**config.mk**
```make
export PLATFORM = sky130hd
export DESIGN_NAME = imem_loader
export DESIGN_NICKNAME = d
export VERILOG_FILES = /design/src/rtl/imem_loader_pkg.sv /design/src/rtl/imem_word_packer.sv /design/src/rtl/imem_loader.sv
export SDC_FILE = /design/constraint.sdc
export NUM_CORES = 1
export LEC_CHECK = 0
export CAP_MARGIN = 10
export CORE_UTILIZATION = 40
export DETAILED_ROUTE_END_ITERATION = 7
export PLACE_DENSITY = 0.62
export SYNTH_ARGS = -nofsm -noshare
export SYNTH_HDL_FRONTEND = slang
export SYNTH_SLANG_ARGS = --single-unit
```
**constraint.sdc**
```tcl
create_clock -name clk -period 3.23 [get_ports clk]
set_clock_uncertainty 0.05 [all_clocks]
set_input_delay 0.646 -clock clk [delete_from_list [all_inputs] [get_ports clk]]
set_output_delay 0.646 -clock clk [all_outputs]
set_load 0.005 [all_outputs]
```
**src/rtl/imem_loader_pkg.sv**
```systemverilog
// imem_loader shared types and frame constants.
// State encoding and byte counts of the boot frame fields.
package imem_loader_pkg;

  typedef enum logic [2:0] {
    ST_LEN_LO,
    ST_LEN_HI,
    ST_DATA,
    ST_CSUM,
    ST_DONE,
    ST_ERROR
  } state_t;

  localparam int LEN_BYTES  = 2;
  localparam int CSUM_BYTES = 1;
  localparam int WORD_BYTES = 4;

  function automatic logic lane_last(
    input logic [1:0] lane
  );
    return lane == 2'(WORD_BYTES - 1);
  endfunction

endpackage

```
**src/rtl/imem_word_packer.sv**
```systemverilog
// imem_word_packer: assembles little-endian words from bytes.
// Issues one registered write per completed 4-byte word.
module imem_word_packer
  import imem_loader_pkg::*;
#(
  parameter int ADDR_W = 64
) (
  input  logic              clk,
  input  logic              reset_n,
  input  logic              byte_en,
  input  logic [7:0]        byte_data,
  input  logic [15:0]       byte_idx,
  output logic              mem_we,
  output logic [ADDR_W-1:0] mem_addr,
  output logic [31:0]       mem_wr_word
);

  logic [23:0] lanes;

  // Lane capture; lane 3 completes the word and fires the strobe.
  always_ff @(posedge clk or negedge reset_n) begin
    if (!reset_n) begin
      lanes       <= '0;
      mem_we      <= 1'b0;
      mem_addr    <= '0;
      mem_wr_word <= '0;
    end else begin
      mem_we <= 1'b0;
      if (byte_en) begin
        if (lane_last(byte_idx[1:0])) begin
          mem_we      <= 1'b1;
          mem_addr    <= ADDR_W'({byte_idx[15:2], 2'b00});
          mem_wr_word <= {byte_data, lanes};
        end else begin
          unique case (byte_idx[1:0])
            2'd0:    lanes[7:0]   <= byte_data;
            2'd1:    lanes[15:8]  <= byte_data;
            default: lanes[23:16] <= byte_data;
          endcase
        end
      end
    end
  end

endmodule

```
**src/rtl/imem_loader.sv**
```systemverilog
// imem_loader: framed byte-stream boot loader for the imem.
// Holds the core in reset until a checksum-verified frame lands.
module imem_loader
  import imem_loader_pkg::*;
#(
  parameter int MEM_BYTES = 120,
  parameter int ADDR_W    = 64
) (
  input  logic              clk,
  input  logic              reset_n,
  input  logic [7:0]        In_Data,
  input  logic              In_Valid,
  output logic              In_Ready,
  input  logic              Restart,
  output logic              Mem_We,
  output logic [ADDR_W-1:0] Mem_Addr,
  output logic [31:0]       Mem_Wr_Word,
  output logic              Core_Hold,
  output logic              Load_Done,
  output logic              Load_Error,
  output logic [15:0]       Byte_Count
);

  state_t                      state;
  logic [8*LEN_BYTES-1:0]      len;
  logic [8*CSUM_BYTES-1:0]     csum;
  logic [8*CSUM_BYTES-1:0]     csum_nxt;
  logic [8*LEN_BYTES-1:0]      len_full;
  logic                        len_bad;
  logic                        xfer;
  logic                        last_byte;

  assign In_Ready  = (state != ST_DONE) &&
                     (state != ST_ERROR);
  assign xfer      = In_Valid && In_Ready;
  assign csum_nxt  = csum + In_Data;
  assign len_full  = {In_Data, len[7:0]};
  assign len_bad   = (len_full > 16'(MEM_BYTES)) ||
                     (len_full[1:0] != 2'b00);
  assign last_byte = (Byte_Count + 16'd1) == len;

  // Frame FSM: length, payload checksum, verdict and re-arm.
  always_ff @(posedge clk or negedge reset_n) begin
    if (!reset_n) begin
      state      <= ST_LEN_LO;
      len        <= '0;
      csum       <= '0;
      Byte_Count <= '0;
      Core_Hold  <= 1'b1;
      Load_Done  <= 1'b0;
      Load_Error <= 1'b0;
    end else begin
      unique case (state)
        ST_LEN_LO: if (xfer) begin
          len[7:0] <= In_Data;
          state    <= ST_LEN_HI;
        end
        ST_LEN_HI: if (xfer) begin
          len[15:8] <= In_Data;
          if (len_bad) begin
            state      <= ST_ERROR;
            Load_Error <= 1'b1;
          end else if (len_full == '0) begin
            state <= ST_CSUM;
          end else begin
            state <= ST_DATA;
          end
        end
        ST_DATA: if (xfer) begin
          csum       <= csum_nxt;
          Byte_Count <= Byte_Count + 16'd1;
          if (last_byte) state <= ST_CSUM;
        end
        ST_CSUM: if (xfer) begin
          csum <= csum_nxt;
          if (csum_nxt == '0) begin
            state     <= ST_DONE;
            Load_Done <= 1'b1;
            Core_Hold <= 1'b0;
          end else begin
            state      <= ST_ERROR;
            Load_Error <= 1'b1;
          end
        end
        ST_DONE, ST_ERROR: if (Restart) begin
          state      <= ST_LEN_LO;
          len        <= '0;
          csum       <= '0;
          Byte_Count <= '0;
          Core_Hold  <= 1'b1;
          Load_Done  <= 1'b0;
          Load_Error <= 1'b0;
        end
        default: state <= ST_LEN_LO;
      endcase
    end
  end

  imem_word_packer #(
    .ADDR_W (ADDR_W)
  ) u_packer (
    .clk         (clk),
    .reset_n     (reset_n),
    .byte_en     (xfer && (state == ST_DATA)),
    .byte_data   (In_Data),
    .byte_idx    (Byte_Count),
    .mem_we      (Mem_We),
    .mem_addr    (Mem_Addr),
    .mem_wr_word (Mem_Wr_Word)
  );

endmodule
```
* Yosys cells after proc, flatten, opt, wreduce, memory -nomap -nowiden
Index checks and enable logic that the tools add are counted.
Cells by class: add/subtract/negate cells 2, order comparisons 1, muxes and demuxes 34, equal/unequal tests 20, reductions and logical operators 29, bitwise operators 2
Operators by type and width (count):
- case mux 8 bit (2 select lines) | 3
- two-way mux 16 bit | 2
- case mux 16 bit (2 select lines) | 1
- two-way mux 8 bit | 3
- two-way mux 3 bit | 7
- AND reduction 3 bit | 7
- != test 2 bit, second input constant | 9
- adder 16 x 1 -> 16 bit, second input constant | 1
- equality test 16 bit | 1
- > comparator 16 x 7 -> 1 bit, second input constant | 1
- logical NOT 16 bit | 1
- case mux 3 bit (5 select lines) | 1
- two-way mux 1 bit | 14
- AND reduction 6 bit | 2
- nonzero test 2 bit | 6
- adder 8 bit | 1
- logical NOT 8 bit | 1
- equality test 3 x 2 -> 1 bit, second input constant | 2
- equality test 3 bit, second input constant | 2
- != test 3 bit, second input constant | 2
- OR reduction 2 bit | 3
- case mux 1 bit (2 select lines) | 2
- AND reduction 4 bit | 1
- equality test 3 x 1 -> 1 bit, second input constant | 1
- 11 further kinds | 14
Storage, ports and cells: register bits after elaboration 117, word-level logic and storage cells 102, input bits 12, output and inout port bits 117

* Depth between registers and ports, before layout
Gate-level depths: netlist of the first run.
depth in word-level cells 5, gate-level depth with buffers 9, depth with buffers taken out 8

* Cells and area by module
From an unflattened synthesis of the first run, not the netlist that was laid out.
Second synthesis, totals: cells, all modules 526, area total of the unflattened synthesis 6020.8 µm²
By module, submodules not included:
- imem_word_packer | area an instance 3141.8 µm², times used 1, seq. area each 1776.7 µm², cells an instance 202
- imem_loader | area an instance 2879.0 µm², times used 1, seq. area each 1152.4 µm², cells an instance 324

* Worst setup path before layout of the first run
Ideal clock, no wire load.
kind input to register, start point in In_Data[0], end point reg Core_Hold, library setup time 0.080 ns, slack 0.457 ns, arrival time 2.644 ns, path buffers 0, required time 3.100 ns, cell stages on the path 8, cells stage by stage ha_1 -> fa_1 -> a211oi_1 -> or4b_2 -> o2111ai_1 -> or2_2 -> or3_1 -> o22a_1
Between the ends: longest elaborated chain between the ends 4
Ends and longest elaborated chain:
- start, declared | line imem_loader.sv:11 | input logic [7:0] In_Data,
- adder 8 bit | line imem_loader.sv:36 | assign csum_nxt = csum + In_Data;
- logical NOT 8 bit | line imem_loader.sv:76 | if (csum_nxt == '0) begin
- != test 2 bit (no line)
- AND reduction 4 bit (no line)
- end signal, assigned | line imem_loader.sv:49 | Core_Hold <= 1'b1;
- end signal, assigned | line imem_loader.sv:79 | Core_Hold <= 1'b0;
- end signal, assigned | line imem_loader.sv:90 | Core_Hold <= 1'b1;
- end, declared | line imem_loader.sv:18 | output logic Core_Hold,
Every way passes these cells. A chain may end at the register's enable or synchronous reset.

* Final worst setup path of the first run
Ends and elaborated chain as after synthesis.

==> results of run 1 <==
## per-stage QoR
step / worst slack [ns] / instances / power [mW] / setup TNS [ns]
5_1_grt: 0.135 / 838 / 4.40 / 0
3_5_place_dp: -0.128 / 807 / 2.27 / -0.214
2_1_floorplan: 0.457 / 591 / 2.10 / 0
4_1_cts: 0.301 / 838 / 4.24 / 0
6_report: 0.285 / 838 / 4.20 / 0
3_3_place_gp: -0.0764 / 807 / 2.25 / -0.104
## per-layer routing
layer	global-route usage, %	up-vias
met3	6.04	14
met1	23.9	2164
met4	5.87	0
li1	-	2035
met5	0	-
met2	32.7	135
## sequential cells by signal, summed over array words and instances, names as in the netlist
name                  flops
csum                      8
u_packer.mem_we           1
len                      16
Load_Done                 1
u_packer.mem_wr_word     32
u_packer.lanes           24
state                     3
Byte_Count               16
Load_Error                1
u_packer.mem_addr        14
Core_Hold                 1
## layout by cell type, fill, tap and decap left out, types with 11 or more instances in the layout
master | Yosys | layout
nor2_1 | 23 | 23
mux2_2 | 69 | 69
dfrtp_1 | 116 | 116
ha_1 | 11 | 11
buf_4 | 50 | 24
conb_1 | 1 | 50
clkbuf_16 | 0 | 17
clkdlybuf4s50_1 | 0 | 77
xnor2_1 | 15 | 15
o21ai_0 | 53 | 53
nand2_1 | 50 | 49
## power breakdown
part,internal [mW],switching [mW]
sequential,1.57,0.119
combinational,0.217,0.340
clock,1.31,0.644
total,3.09,1.10
## cells by family after synthesis
group	after synthesis
AO/OA/AOI/OAI	107
XOR/XNOR	21
adder cells (fa/ha/maj)	12
buffers and inverters	81
flip-flops	117
multiplexers	69
other	1
AND/OR/NAND/NOR	134
## worst max path at each step
stage / start / to / cells past startpoint
final: In_Data[0] / Core_Hold / 9
after global routing: In_Data[0] / Core_Hold / 9
after CTS: In_Data[0] / Core_Hold / 9
after detailed placement: In_Data[0] / Core_Hold / 9
after global placement: In_Data[0] / Core_Hold / 9
after floorplan: In_Data[0] / Core_Hold / 8
## layout make-up
type	count	area (um2)
inverters	10	37.5
repair buffers	103	991
flip-flops and latches	117	2930
multi-input cells	393	2660
clock inverters	12	179
clock buffers	19	443
well taps	184	230
fillers	1278	7010
## critical path, delay by kind of cell
kind / cells / cell delay, ns
fa+ha+maj: 2 / 0.65
compound gates: 3 / 0.60
buf+inv: 1 / 0.43
simple gates: 3 / 0.91
==> impl_metrics.env, run 1 <==
export IMPL_netlist_area_leader_share_pct=49.2
export IMPL_maxSlewViolCount=0
export IMPL_drtIter0Drc=225
export IMPL_met2WireLength_um=6670
export IMPL_slew_headroom_pct=37.8
export IMPL_grtUsageTotal_pct=19.5
export IMPL_die_h_um=123
export IMPL_path_max_fanout=3
export IMPL_finalHoldViolations=0
export IMPL_crit_arrival_ns=3.23
export IMPL_yosys_top_cells_count="dfrtp_1 (116), mux2_2 (69), o21ai_0 (53)"
export IMPL_grt_pass1_wl_um=22100
export IMPL_worst_slew_pin_slew_ns=0.929
export IMPL_synth_xor_area_share_pct=3.12
export IMPL_critPathCaptureType="flip-flop"
export IMPL_synth_simple_area_share_pct=11.7
export IMPL_worst_ep_required_time_ns=3.51
export IMPL_p_leak_nw=3.51
export IMPL_cpMaxStageDelayCell="clkdlybuf4s50_1"
export IMPL_r2r_end="state[0]"
export IMPL_synthCells=542
export IMPL_seq_area_frac_synth_pct=49.7
export IMPL_setup_viol=0
export IMPL_synth_top_area_cell="dfrtp_1"
export IMPL_cts_tree="done"
export IMPL_ys_top_cells_by_area="dfrtp_1 (49%), mux2_2 (13%), buf_4 (6.4%), o21ai_0 (4.5%), nand2_1 (3.2%)"
export IMPL_insertion_delay_ns=0.41
export IMPL_synth_top_family_by_area="multiplexers"
export IMPL_diodes=0
export IMPL_maxCapViolations=0
export IMPL_r2r_slack_ns=0.51
export IMPL_gp_congestion=0.875
export IMPL_cts_setup_buffers=0
export IMPL_die_area_um2=15200
export IMPL_synth_mux_area_share_pct=13.2
export IMPL_drcViolationCount=0
export IMPL_synthDistinctLibCells=58
export IMPL_num_rows=44
export IMPL_drive_gt1_share_pct=20.9
export IMPL_drt_total_wl_um=13700
export IMPL_synth_avg_cell_area_um2=10.9
export IMPL_ys_ff_latch=117
export IMPL_floorplan_initialDensity_pct=40.7
export IMPL_hpwl_um=9730
export IMPL_netlist_area_um2=5900
export IMPL_htreeDepth=4
export IMPL_io_buffers=78
export IMPL_hold_ws_ns=0.290
export IMPL_ant_nets=0
export IMPL_yosys_most_used_dff="dfrtp_1"
export IMPL_finalCritPeriodShare_pct=91.2
export IMPL_finalInstanceArea_um2=7470
export IMPL_period_minus_slack_ns=2.94
export IMPL_numCtsBuffers=17
export IMPL_routed_wl_met3_um=654
export IMPL_wire_per_inst_um=16.4
export IMPL_vdd_ir_drop_worst_v=0.000459
export IMPL_async_flop_share_pct=100
export IMPL_setup_worst_path_class="input pin to flip-flop"
export IMPL_grt_pass1_vias=4421
export IMPL_firstDrtPassIters=5
export IMPL_power_density_nw_per_um2=562
export IMPL_synthAdderAreaFrac_pct=2.67
export IMPL_ctsResizeCount=0
export IMPL_highest_signal_layer="met4"
export IMPL_antenna_found_initial=0
export IMPL_fmax_ghz=0.340
export IMPL_nNetsFinal=666
export IMPL_pin_count=129
export IMPL_fin_util_pct=51.6
export IMPL_synth_edf_count=0
export IMPL_fp_coreArea_um2=14500
export IMPL_timing_rr_start="Byte_Count[1]"
export IMPL_grt_max_degree=69
export IMPL_yosysMostFrequentCell="dfrtp_1"
export IMPL_area_growth_pct=26.6
export IMPL_die_w_um=123
export IMPL_cts_buffer_depth=2
export IMPL_yosys_warnings=0
export IMPL_hp_class="input pin to asynchronous set/reset pin"
export IMPL_cts_hold_buf=0
export IMPL_met1_length_um=6220
export IMPL_outcome="finished clean"
export IMPL_grt_ovfl_total=0
export IMPL_rsz0062_at_grt="no"
export IMPL_vias=4348
export IMPL_dpl_cell_area_um2=6850
export IMPL_max_stage_delay_ns=0.43
export IMPL_numClockSinks=117
export IMPL_root_buffer="clkbuf_16"
export IMPL_avgViaCountPerCell=5.19
export IMPL_crit_chain="clkdlybuf4s50_1 > ha_1 > fa_1 > a211oi_1 > or4b_2 > o2111ai_1 > or2_2 > or3_1 > o22a_1"
export IMPL_startpoint_type="input pin"
export IMPL_ff2ff_path_depth=7
export IMPL_path_clk_slew_ns=0.05
export IMPL_synth_compound_area_share_pct=11.2
Power figures use the tool's default switching activity.
==> run 2: changes to the inputs <==
--- a/config.mk
+++ b/config.mk
@@ -8,7 +8,8 @@
 export CAP_MARGIN = 10
 export CORE_UTILIZATION = 40
 export DETAILED_ROUTE_END_ITERATION = 7
-export PLACE_DENSITY = 0.62
+export PLACE_DENSITY = 0.61
 export SYNTH_ARGS = -nofsm -noshare
 export SYNTH_HDL_FRONTEND = slang
+export SYNTH_HIERARCHICAL = 1
 export SYNTH_SLANG_ARGS = --single-unit
==> run 2 against run 1 <==
Total power down 1.5%; combinational power down 4.7%; flip-flop and latch count unchanged; first-iteration DRC count up 34%; critical path depth up 1; critical endpoint unchanged.
==> impl_metrics.env, run 2 <==
export IMPL_synthCells=526
export IMPL_grt_pass1_wl_um=21800
export IMPL_grtUsageTotal_pct=18.0
export IMPL_avgViaCountPerCell=5.00
export IMPL_cts_setup_buffers=0
export IMPL_ys_ff_latch=117
export IMPL_area_growth_pct=24.2
export IMPL_die_w_um=125
export IMPL_firstDrtPassIters=5
export IMPL_grt_met1_usage_pct=23.1
export IMPL_grt_ovfl_total=0
export IMPL_synth_edf_count=0
export IMPL_fmax_ghz=0.346
export IMPL_vdd_ir_drop_worst_v=0.000392
export IMPL_setup_worst_path_class="input pin to flip-flop"
export IMPL_numCtsBuffers=17
export IMPL_setup_viol=0
export IMPL_antenna_found_initial=0
export IMPL_period_minus_slack_ns=2.89
export IMPL_ctsResizeCount=0
export IMPL_yosysMostFrequentCell="dfrtp_1"
export IMPL_diodes=0
export IMPL_grt_pass1_vias=4122
export IMPL_use_met2_pct=29.3
export IMPL_drive_gt1_share_pct=20.9
export IMPL_crit_arrival_ns=3.19
export IMPL_path_clk_slew_ns=0.05
export IMPL_vias=4086
export IMPL_hpwl_um=9330
export IMPL_drtIter0Drc=301
export IMPL_nNetsFinal=642
export IMPL_grt_max_degree=57
export IMPL_fin_util_pct=51.3
export IMPL_htreeDepth=4
export IMPL_post_place_cells=786
export IMPL_die_area_um2=15500
export IMPL_fp_coreArea_um2=14600
export IMPL_top_regs="u_packer/mem_wr_word x32, u_packer/lanes x24"
export IMPL_worst_ep_required_time_ns=3.52
export IMPL_instances_no_fill=817
export IMPL_hold_ws_ns=0.139
export IMPL_cts_tree="done"
export IMPL_startpoint_type="input pin"
export IMPL_finalHoldViolations=0
export IMPL_power_density_nw_per_um2=553
export IMPL_seq_area_um2=2930
export IMPL_ant_nets=0
export IMPL_insertion_delay_ns=0.41
export IMPL_hp_class="input pin to asynchronous set/reset pin"
export IMPL_p_leak_nw=3.64
export IMPL_final_common_cell="dfrtp_1"
export IMPL_numClockSinks=117
export IMPL_num_rows=44
export IMPL_critPathCaptureType="flip-flop"
export IMPL_io_buffers=78
export IMPL_rsz0062_at_grt="no"
export IMPL_final_cell_mix="dfrtp_1 (116), clkdlybuf4s50_1 (77), nand2_1 (53), conb_1 (50), o21ai_0 (43)"
export IMPL_cts_buffer_depth=2
export IMPL_cts_hold_buf=0
export IMPL_netlist_area_um2=6020
export IMPL_maxCapViolations=0
export IMPL_root_buffer="clkbuf_16"
export IMPL_top_register="u_packer/mem_wr_word"
export IMPL_gp_congestion=0.911
export IMPL_place_ws_ns=-0.0548
export IMPL_largest_reg_flops=32
export IMPL_wire_per_inst_um=16.1
export IMPL_outcome="finished clean"
export IMPL_maxSlewViolCount=0
export IMPL_yosys_warnings=6
export IMPL_multi_input_comb_area_um2=2750
export IMPL_fin_ws_ns=0.337
export IMPL_synth_top_area_cell="dfrtp_1"
export IMPL_drt_total_wl_um=13200
export IMPL_yosys_most_used_dff="dfrtp_1"
export IMPL_worst_slew_pin_slew_ns=0.991
export IMPL_finalCritPeriodShare_pct=89.6
export IMPL_path_max_fanout=2
export IMPL_num_fill_cells=1286
export IMPL_ys_top_cells_by_area="dfrtp_1 (48%), mux2_2 (7.7%), mux2_4 (7.2%), buf_4 (6.5%), o21ai_0 (3.6%)"
export IMPL_grt_most_used_layer="met2"
export IMPL_async_flop_share_pct=100
export IMPL_floorplan_initialDensity_pct=41.3
export IMPL_yosys_top_cells_count="dfrtp_1 (116), nand2_1 (53), buf_4 (52)"
export IMPL_seq_area_frac_synth_pct=48.6
export IMPL_slew_headroom_pct=33.7
export IMPL_pin_count=129
export IMPL_use_met3_pct=3.78
export IMPL_die_h_um=125
export IMPL_netlist_area_leader_share_pct=48.2
export IMPL_drcViolationCount=0
export IMPL_synthDistinctLibCells=59
export IMPL_synth_avg_cell_area_um2=11.4
## run 2: changes by cell type in the layout (fill, tap and decap cells not counted), moves of 7 or more
| cell | change |
|---|---|
| a221oi_1 | +7 |
| a31oi_1 | -7 |
| mux2_2 | -28 |
| mux2_4 | +29 |
| o21ai_0 | -10 |
| xor2_1 | +7 |
## run 2: area by class of cell
class / instances / share of cell area (%)
clock buffers: 22 / 6.34
multi-input cells: 382 / 36.7
inverters: 5 / 0.251
flip-flops and latches: 117 / 39.2
repair buffers: 98 / 12.8
clock inverters: 9 / 1.69
well taps: 184 / 3.08
## run 2: path summary, 6_finish.rpt
path	startpoint	endpoint	slack, ns	cells after the start
max	In_Data[0]	Core_Hold	0.34	10
min	reset_n	u_packer/lanes[8]	0.14	1
max reg2reg	Byte_Count[1]	state[0]	0.46	8
min reg2reg	len[8]	len[8]	0.45	2
max in group asynchronous	reset_n	Byte_Count[14]	2.26	2
min in group clk	len[8]	len[8]	0.45	2
## run 2: cells by family after synthesis
family          Yosys count  synth area share (%)
simple gates            130                  11.1
flops                   117                  48.6
fa+ha+maj                 9                  2.00
buf+inv                  76                  8.89
other cells               1                0.0623
mux                      73                  15.4
compound gates           90                  9.54
xor+xnor                 30                  4.36
## run 2: critical path, stage by stage
cell and delay (ns):
clkdlybuf4s50_1 0.46, ha_1 0.26, fa_1 0.39, a211oi_1 0.28, nor2_1 0.11, xnor2_1 0.20, nand4_1 0.16, nor4b_2 0.33
nand3_1 0.15, a21o_1 0.20
## run 2: stage by stage
stage                     setup TNS [ns]  area, um2  power, mW
final                                  0       7480       4.13
after global routing                   0       7480       4.35
after CTS                              0       7480       4.19
after detailed placement         -0.0969       6880       2.26
after global placement           -0.0393       6880       2.24
after floorplan                        0       6200       2.11
## run 2: layer usage
| layer | up-vias | wire length [um] |
|---|---|---|
| met5 | - | 0 |
| met4 | 0 | 133 |
| met3 | 9 | 540 |
| met2 | 101 | 6550 |
| met1 | 2023 | 5950 |
| li1 | 1953 | - |
## run 2: report_power, final
| group | internal (mW) | total [mW] | switching (mW) |
|---|---|---|---|
| registers | 1.57 | 1.70 | 0.132 |
| logic | 0.218 | 0.531 | 0.313 |
| clock network | 1.26 | 1.90 | 0.635 |
| total | 3.05 | 4.13 | 1.08 |
